`src/rtl/serial_subtractor.sv`:
```
// Bit-serial two's-complement subtractor: diff = a - b - bin, LSB first,
// one full-subtractor cell reused every cycle with a registered borrow.
// A result, borrow-out and signed overflow appear with a one-cycle done
// pulse WIDTH clocks after an accepted start.
module serial_subtractor #(
    parameter int WIDTH = 8
) (
    input  logic             clk,
    input  logic             rst,
    input  logic             start,
    input  logic [WIDTH-1:0] a,
    input  logic [WIDTH-1:0] b,
    input  logic             bin,
    output logic             busy,
    output logic             done,
    output logic [WIDTH-1:0] diff,
    output logic             bout,
    output logic             ovf
);

    localparam int CW = (WIDTH > 1) ? $clog2(WIDTH) : 1;

    typedef enum logic {
        IDLE = 1'b0,
        RUN  = 1'b1
    } state_t;

    state_t state;
    state_t state_next;

    logic [WIDTH-1:0] sa;
    logic [WIDTH-1:0] sb;
    // Holds only the upper WIDTH-1 partial result bits; the bit produced in
    // the final cycle goes straight into diff, so a full-width register
    // would carry a bit that is never read.
    logic [WIDTH-2:0] sd;
    logic             br;
    logic [CW-1:0]    cnt;
    logic             amsb;
    logic             bmsb;

    logic             d;
    logic             nb;
    logic             last;
    logic [WIDTH-1:0] sd_ext;

    // Full-subtractor cell on the current LSBs plus the end-of-operand flag.
    always_comb begin
        d      = sa[0] ^ sb[0] ^ br;
        nb     = (~sa[0] & sb[0]) | (~(sa[0] ^ sb[0]) & br);
        last   = (cnt == CW'(WIDTH - 1));
        sd_ext = {d, sd};
    end

    // Next-state logic: start only matters in IDLE, RUN ends on the MSB.
    always_comb begin
        state_next = state;
        case (state)
            IDLE: if (start) state_next = RUN;
            RUN:  if (last)  state_next = IDLE;
            default: state_next = IDLE;
        endcase
    end

    // State register with busy registered from the upcoming state.
    always_ff @(posedge clk) begin
        if (rst) begin
            state <= IDLE;
            busy  <= 1'b0;
        end else begin
            state <= state_next;
            busy  <= (state_next == RUN);
        end
    end

    // Operand load, bit-serial shifting and result capture.
    always_ff @(posedge clk) begin
        if (rst) begin
            sa   <= '0;
            sb   <= '0;
            sd   <= '0;
            br   <= 1'b0;
            cnt  <= '0;
            amsb <= 1'b0;
            bmsb <= 1'b0;
            done <= 1'b0;
            diff <= '0;
            bout <= 1'b0;
            ovf  <= 1'b0;
        end else begin
            done <= 1'b0;
            case (state)
                IDLE: begin
                    if (start) begin
                        sa   <= a;
                        sb   <= b;
                        br   <= bin;
                        cnt  <= '0;
                        amsb <= a[WIDTH-1];
                        bmsb <= b[WIDTH-1];
                    end
                end
                RUN: begin
                    sd  <= sd_ext[WIDTH-1:1];
                    sa  <= {1'b0, sa[WIDTH-1:1]};
                    sb  <= {1'b0, sb[WIDTH-1:1]};
                    br  <= nb;
                    cnt <= cnt + 1'b1;
                    if (last) begin
                        diff <= sd_ext;
                        bout <= nb;
                        ovf  <= (amsb != bmsb) & (d != amsb);
                        done <= 1'b1;
                    end
                end
                default: ;
            endcase
        end
    end

endmodule

```
`config.mk`:
```
export PLATFORM = sky130hd
export DESIGN_NAME = serial_subtractor
export DESIGN_NICKNAME = d
export VERILOG_FILES = /design/src/rtl/serial_subtractor.sv
export SDC_FILE = /design/constraint.sdc
export NUM_CORES = 1
export LEC_CHECK = 0
export BUFFER_PORTS_ARGS = -buffer_cell sky130_fd_sc_hd__clkbuf_2
export CAP_MARGIN = 20
export CORE_MARGIN = 10
export CORE_UTILIZATION = 58
export DETAILED_ROUTE_END_ITERATION = 8
export PLACE_DENSITY = 0.83
export RECOVER_POWER = 25
export SLEW_MARGIN = 20
export SYNTH_ARGS = -nofsm -noshare
export SYNTH_HDL_FRONTEND = slang
export SYNTH_SLANG_ARGS = --single-unit
```
`constraint.sdc`:
```
create_clock -name clk -period 4.7 [get_ports clk]
set_input_delay 0.94 -clock clk [delete_from_list [all_inputs] [get_ports clk]]
set_output_delay 0.94 -clock clk [all_outputs]
set_load 0.005 [all_outputs]
```
# Word level (Yosys, flattened, before mapping)
# Cells that the tools add are included.
[totals]
regBits = 41
inputBits = 20
output_inout_bits = 12
wordCells = 41
[classes]
add_sub_neg = 1
eq_ne = 4
muxes = 12
bitwise = 9
n_reduce_logical = 3
[op_table]
columns = ["operator", "count"]
rows = [
  ["8-bit case mux with 2 select lines", 2],
  ["8-bit two-way mux", 2],
  ["3-bit case mux with 2 select lines", 1],
  ["1-bit two-way mux", 4],
  ["1-bit case mux with 2 select lines", 2],
  ["2-bit AND reduction", 2],
  ["3-bit by 1-bit adder with 3-bit output (second input constant)", 1],
  ["1-bit AND", 3],
  ["3-bit equality test (second input constant)", 1],
  ["3-bit two-way mux", 1],
  ["1-bit inverter", 3],
  ["1-bit inequality test", 2],
  ["2-bit inequality test (second input constant)", 1],
  ["2-bit OR reduction", 1],
  ["1-bit XOR", 2],
  ["1-bit bitwise OR", 1],
]

# Depth between registers and ports, before layout
[logic_depth]
depth_word = 5
depth_mapped = 6

# Worst setup path before layout
# Ideal clock, no wire load.
[synth_timing]
path_type = "input port to flip-flop"
from = "input port start"
to = "register sa[0]"
arrival_time_ps = 1530
t_required_ps = 4572
path_slack_ps = 3042
stages = 4
path_cell_list = "buf_6 -> mux2_2 -> mux2i_1 -> nor2_1"
[synth_between]
elab_chain_cells = 1
[synth_lines]
columns = ["element", "line", "rtl"]
rows = [
  ["from (decl)", "10", "input logic start,"],
  ["2-bit inequality test (no source line)", "n/a", ""],
  ["to (signal assigned)", "105", "sa <= {1'b0, sa[WIDTH-1:1]};"],
  ["to (decl)", "31", "logic [WIDTH-1:0] sa;"],
]
# No other way between the ends.
# A chain may end at the register's enable or synchronous reset.

==> impl_metrics.ini <==
[die]
core-area_sq_um = 2781
num_rows = 19
io_pins = 32
die_w_um = 74.31
start_util_pct = 61.49
die_h_um = 74.31
die_area_sq_um = 5521

[power_and_ir_drop]
total_power_mw = 0.7330
power.density_nw_per_um2 = 378.2
pwr-share-seq_pct = 50.4
switching_power_mw = 0.1665
p_sw_share_pct = 22.71
intPower_mw = 0.5665
peakVddDrop_v = 0.0004284
power_frac_comb_pct = 10.2
p_clk_share_pct = 39.3
p_leak_nw = 0.8210

[yosys]
synth_cells = 171
netlist_area_sq_um = 1710
synthTopCellsByArea = dfxtp_1 48%, mux2i_1 15%, mux2_2 9.2%
synth.avg_cell_area_sq_um = 10.00
async_reset_ff_share_pct = 0
netlist_top_cells_count = 41 x dfxtp_1, 31 x nor2_1, 26 x mux2i_1
synth_top_area_share_pct = 47.99
synth_edf_count = 0
ys.flop_type = dfxtp_1
yosysMostFrequentCell = dfxtp_1
ys_ff_latch = 41
yosysSeqAreaShare_pct = 47.99
syn_nets = 194
yosys_warnings = 0
synth_cell_types = 22
synth_area_leader_cell = dfxtp_1

[timing]
finClkSkew_ps = 12.95
setup_violations = 0
slew_violations = 42
worst_pin_slew_ps = 1704
rsz0062_at_grt = false
hold_viol = 0
min_period_ps = 2245
setup_tns_ps = 0
fmax_mhz = 445.5
fin_crit_sh_pct = 47.76
slew_headroom_pct = -13.62

[place]
dp_hpwl_mm = 2.268
placed_area_sq_um = 1833
portBuffers = 31
gp_congestion = 0.7266

[cts]
clockRootBuffer = clkbuf_4
cts_made_buffers = 5
cts_tree = yes
htree_levels = 2
cts_resized = 0
clk_latency_ps = 350
ctsHoldBuffers = 0
cts_max_path_buffers = 2
cts_setup_buffers = 0
cts.sink_count = 41
clk_pin_slew_ps = 130

[global_routing]
grt_usage_pct = 12.39
grt_pass1_wl_mm = 5.361
grt_max_degree = 42
grt_pass1_vias = 1228
gr-total-overflow = 0
antenna_found_initial = 0

[flow_run]
cap_violations = 1

[setup_path]
endpoint_kind = output port
cpPeakStageDelay_ps = 410
cp.buffers_inverters = 2
worstSetupStartpointType = flop
timing.rr.start = sb[0]
crit_fanout = 36
crit_arrival_ps = 1300
cpLargestDelayFamily = buffers and inverters
path_cells = buf_4 -> clkbuf_2
critPathKind = reg2out
cp_data_required_time_ps = 3760
startpoint = state
slowest_stage = buf_4

[outcome]
outcome = finished with violations
violations = capacitance limit, slew limit

[drt]
drt-initial-drc-count = 159
avgViaCountPerCell = 5.413
wl_mm = 3.284
drtPass1Iterations = 6
wire_per_inst_um = 14.28
drc = 0
antenna_left = 0
dr_total_vias = 1245

[finish]
fin_nets = 221
fillers = 222
syn_to_final_growth_pct = 13.31
drive_gt1_share_pct = 28.14
postLayoutCellArea_sq_um = 1938
num_antenna_cells = 0

[worst_hold_path]
hp-start = diff[6]
hold_class = reg2reg
[cell families after synthesis]
family	after synthesis	synth area share, %
buf+inv	15	5.266
simple gates	57	14.34
flops	41	47.99
fa+ha+maj	3	2.633
mux	40	24.43
compound gates	15	5.340
[path summary, 6_finish.rpt]
check / end / slack [ps] / depth (start not counted)
max: busy / 2460 / 2
min reg2reg: diff[6] / 470 / 2
min: diff[6] / 470 / 2
max reg2reg: ovf / 3050 / 4
[sequential cells by signal (all words and copies together) (netlist names)]
name	flops
amsb	1
bout	1
sb	8
ovf	1
br	1
cnt	3
sa	8
done	1
sd	7
bmsb	1
state	1
diff	8
[placed cells by master, fill, tap and decap left out, drive strengths merged]
cell type  instances
a211oi             3
a21oi             11
a311oi             1
and2               1
and2b              2
buf                1
bufinv             2
clkbuf            36
dfxtp             41
fa                 1
ha                 2
inv                4
mux2              14
mux2i             26
nand2             17
nand3b             1
nor2              31
nor3               2
nor3b              2
or3b               1
[per-layer routing]
| layer | part of all wire (%) | wire [um] | vias up | track usage (%) |
|---|---|---|---|---|
| li1 | - | - | 627 | - |
| met1 | 43 | 1427 | 573 | 13.75 |
| met2 | 46 | 1515 | 38 | 19.41 |
| met3 | 8.3 | 271 | 7 | 5.319 |
| met4 | 2.1 | 69 | 0 | 7.317 |
| met5 | 0 | 0 | - | 0 |
[worst register-to-register path, delay by kind of cell, from the launching register on]
kind / cells / cell delay, ps
buffers and inverters: 1 / 60
DFF: 1 / 350
and+or+nand+nor: 1 / 380
AOI/OAI and AO/OA: 1 / 260
adders and majority gates: 1 / 520
[area by class of cell]
type	instances	area (sq um)	share of cell area, %
Multi-Input combinational cell	115	799.5	41.25
Clock buffer	5	37.54	1.937
Tap cell	31	38.79	2.001
Sequential cell	41	820.8	42.35
Inverter	3	11.26	0.5810
Timing Repair Buffer	32	161.4	8.328
Clock inverter	3	68.82	3.551
[power groups by stage]
stage	registers, mW	logic (mW)	clock network [mW]
2_1_floorplan	0.375	0.0609	0
3_3_place_gp	0.376	0.0710	0
3_5_place_dp	0.377	0.0743	0
4_1_cts	0.370	0.0753	0.292
5_1_grt	0.371	0.0824	0.308
6_report	0.370	0.0751	0.288
[metrics by stage]
| stage | utilization, % | hold WS [ps] | setup WS [ps] | instances |
|---|---|---|---|---|
| 2_1_floorplan | - | 431.2 | 3042 | 171 |
| 3_3_place_gp | 65.90 | 440.1 | 2662 | 222 |
| 3_5_place_dp | 65.90 | 450.3 | 2592 | 222 |
| 4_1_cts | 69.73 | 468.1 | 2432 | 230 |
| 5_1_grt | 69.68 | 487.4 | 2371 | 230 |
| 6_report | 69.68 | 467.8 | 2455 | 230 |
Note: power is estimated with default switching activity, not from simulation.
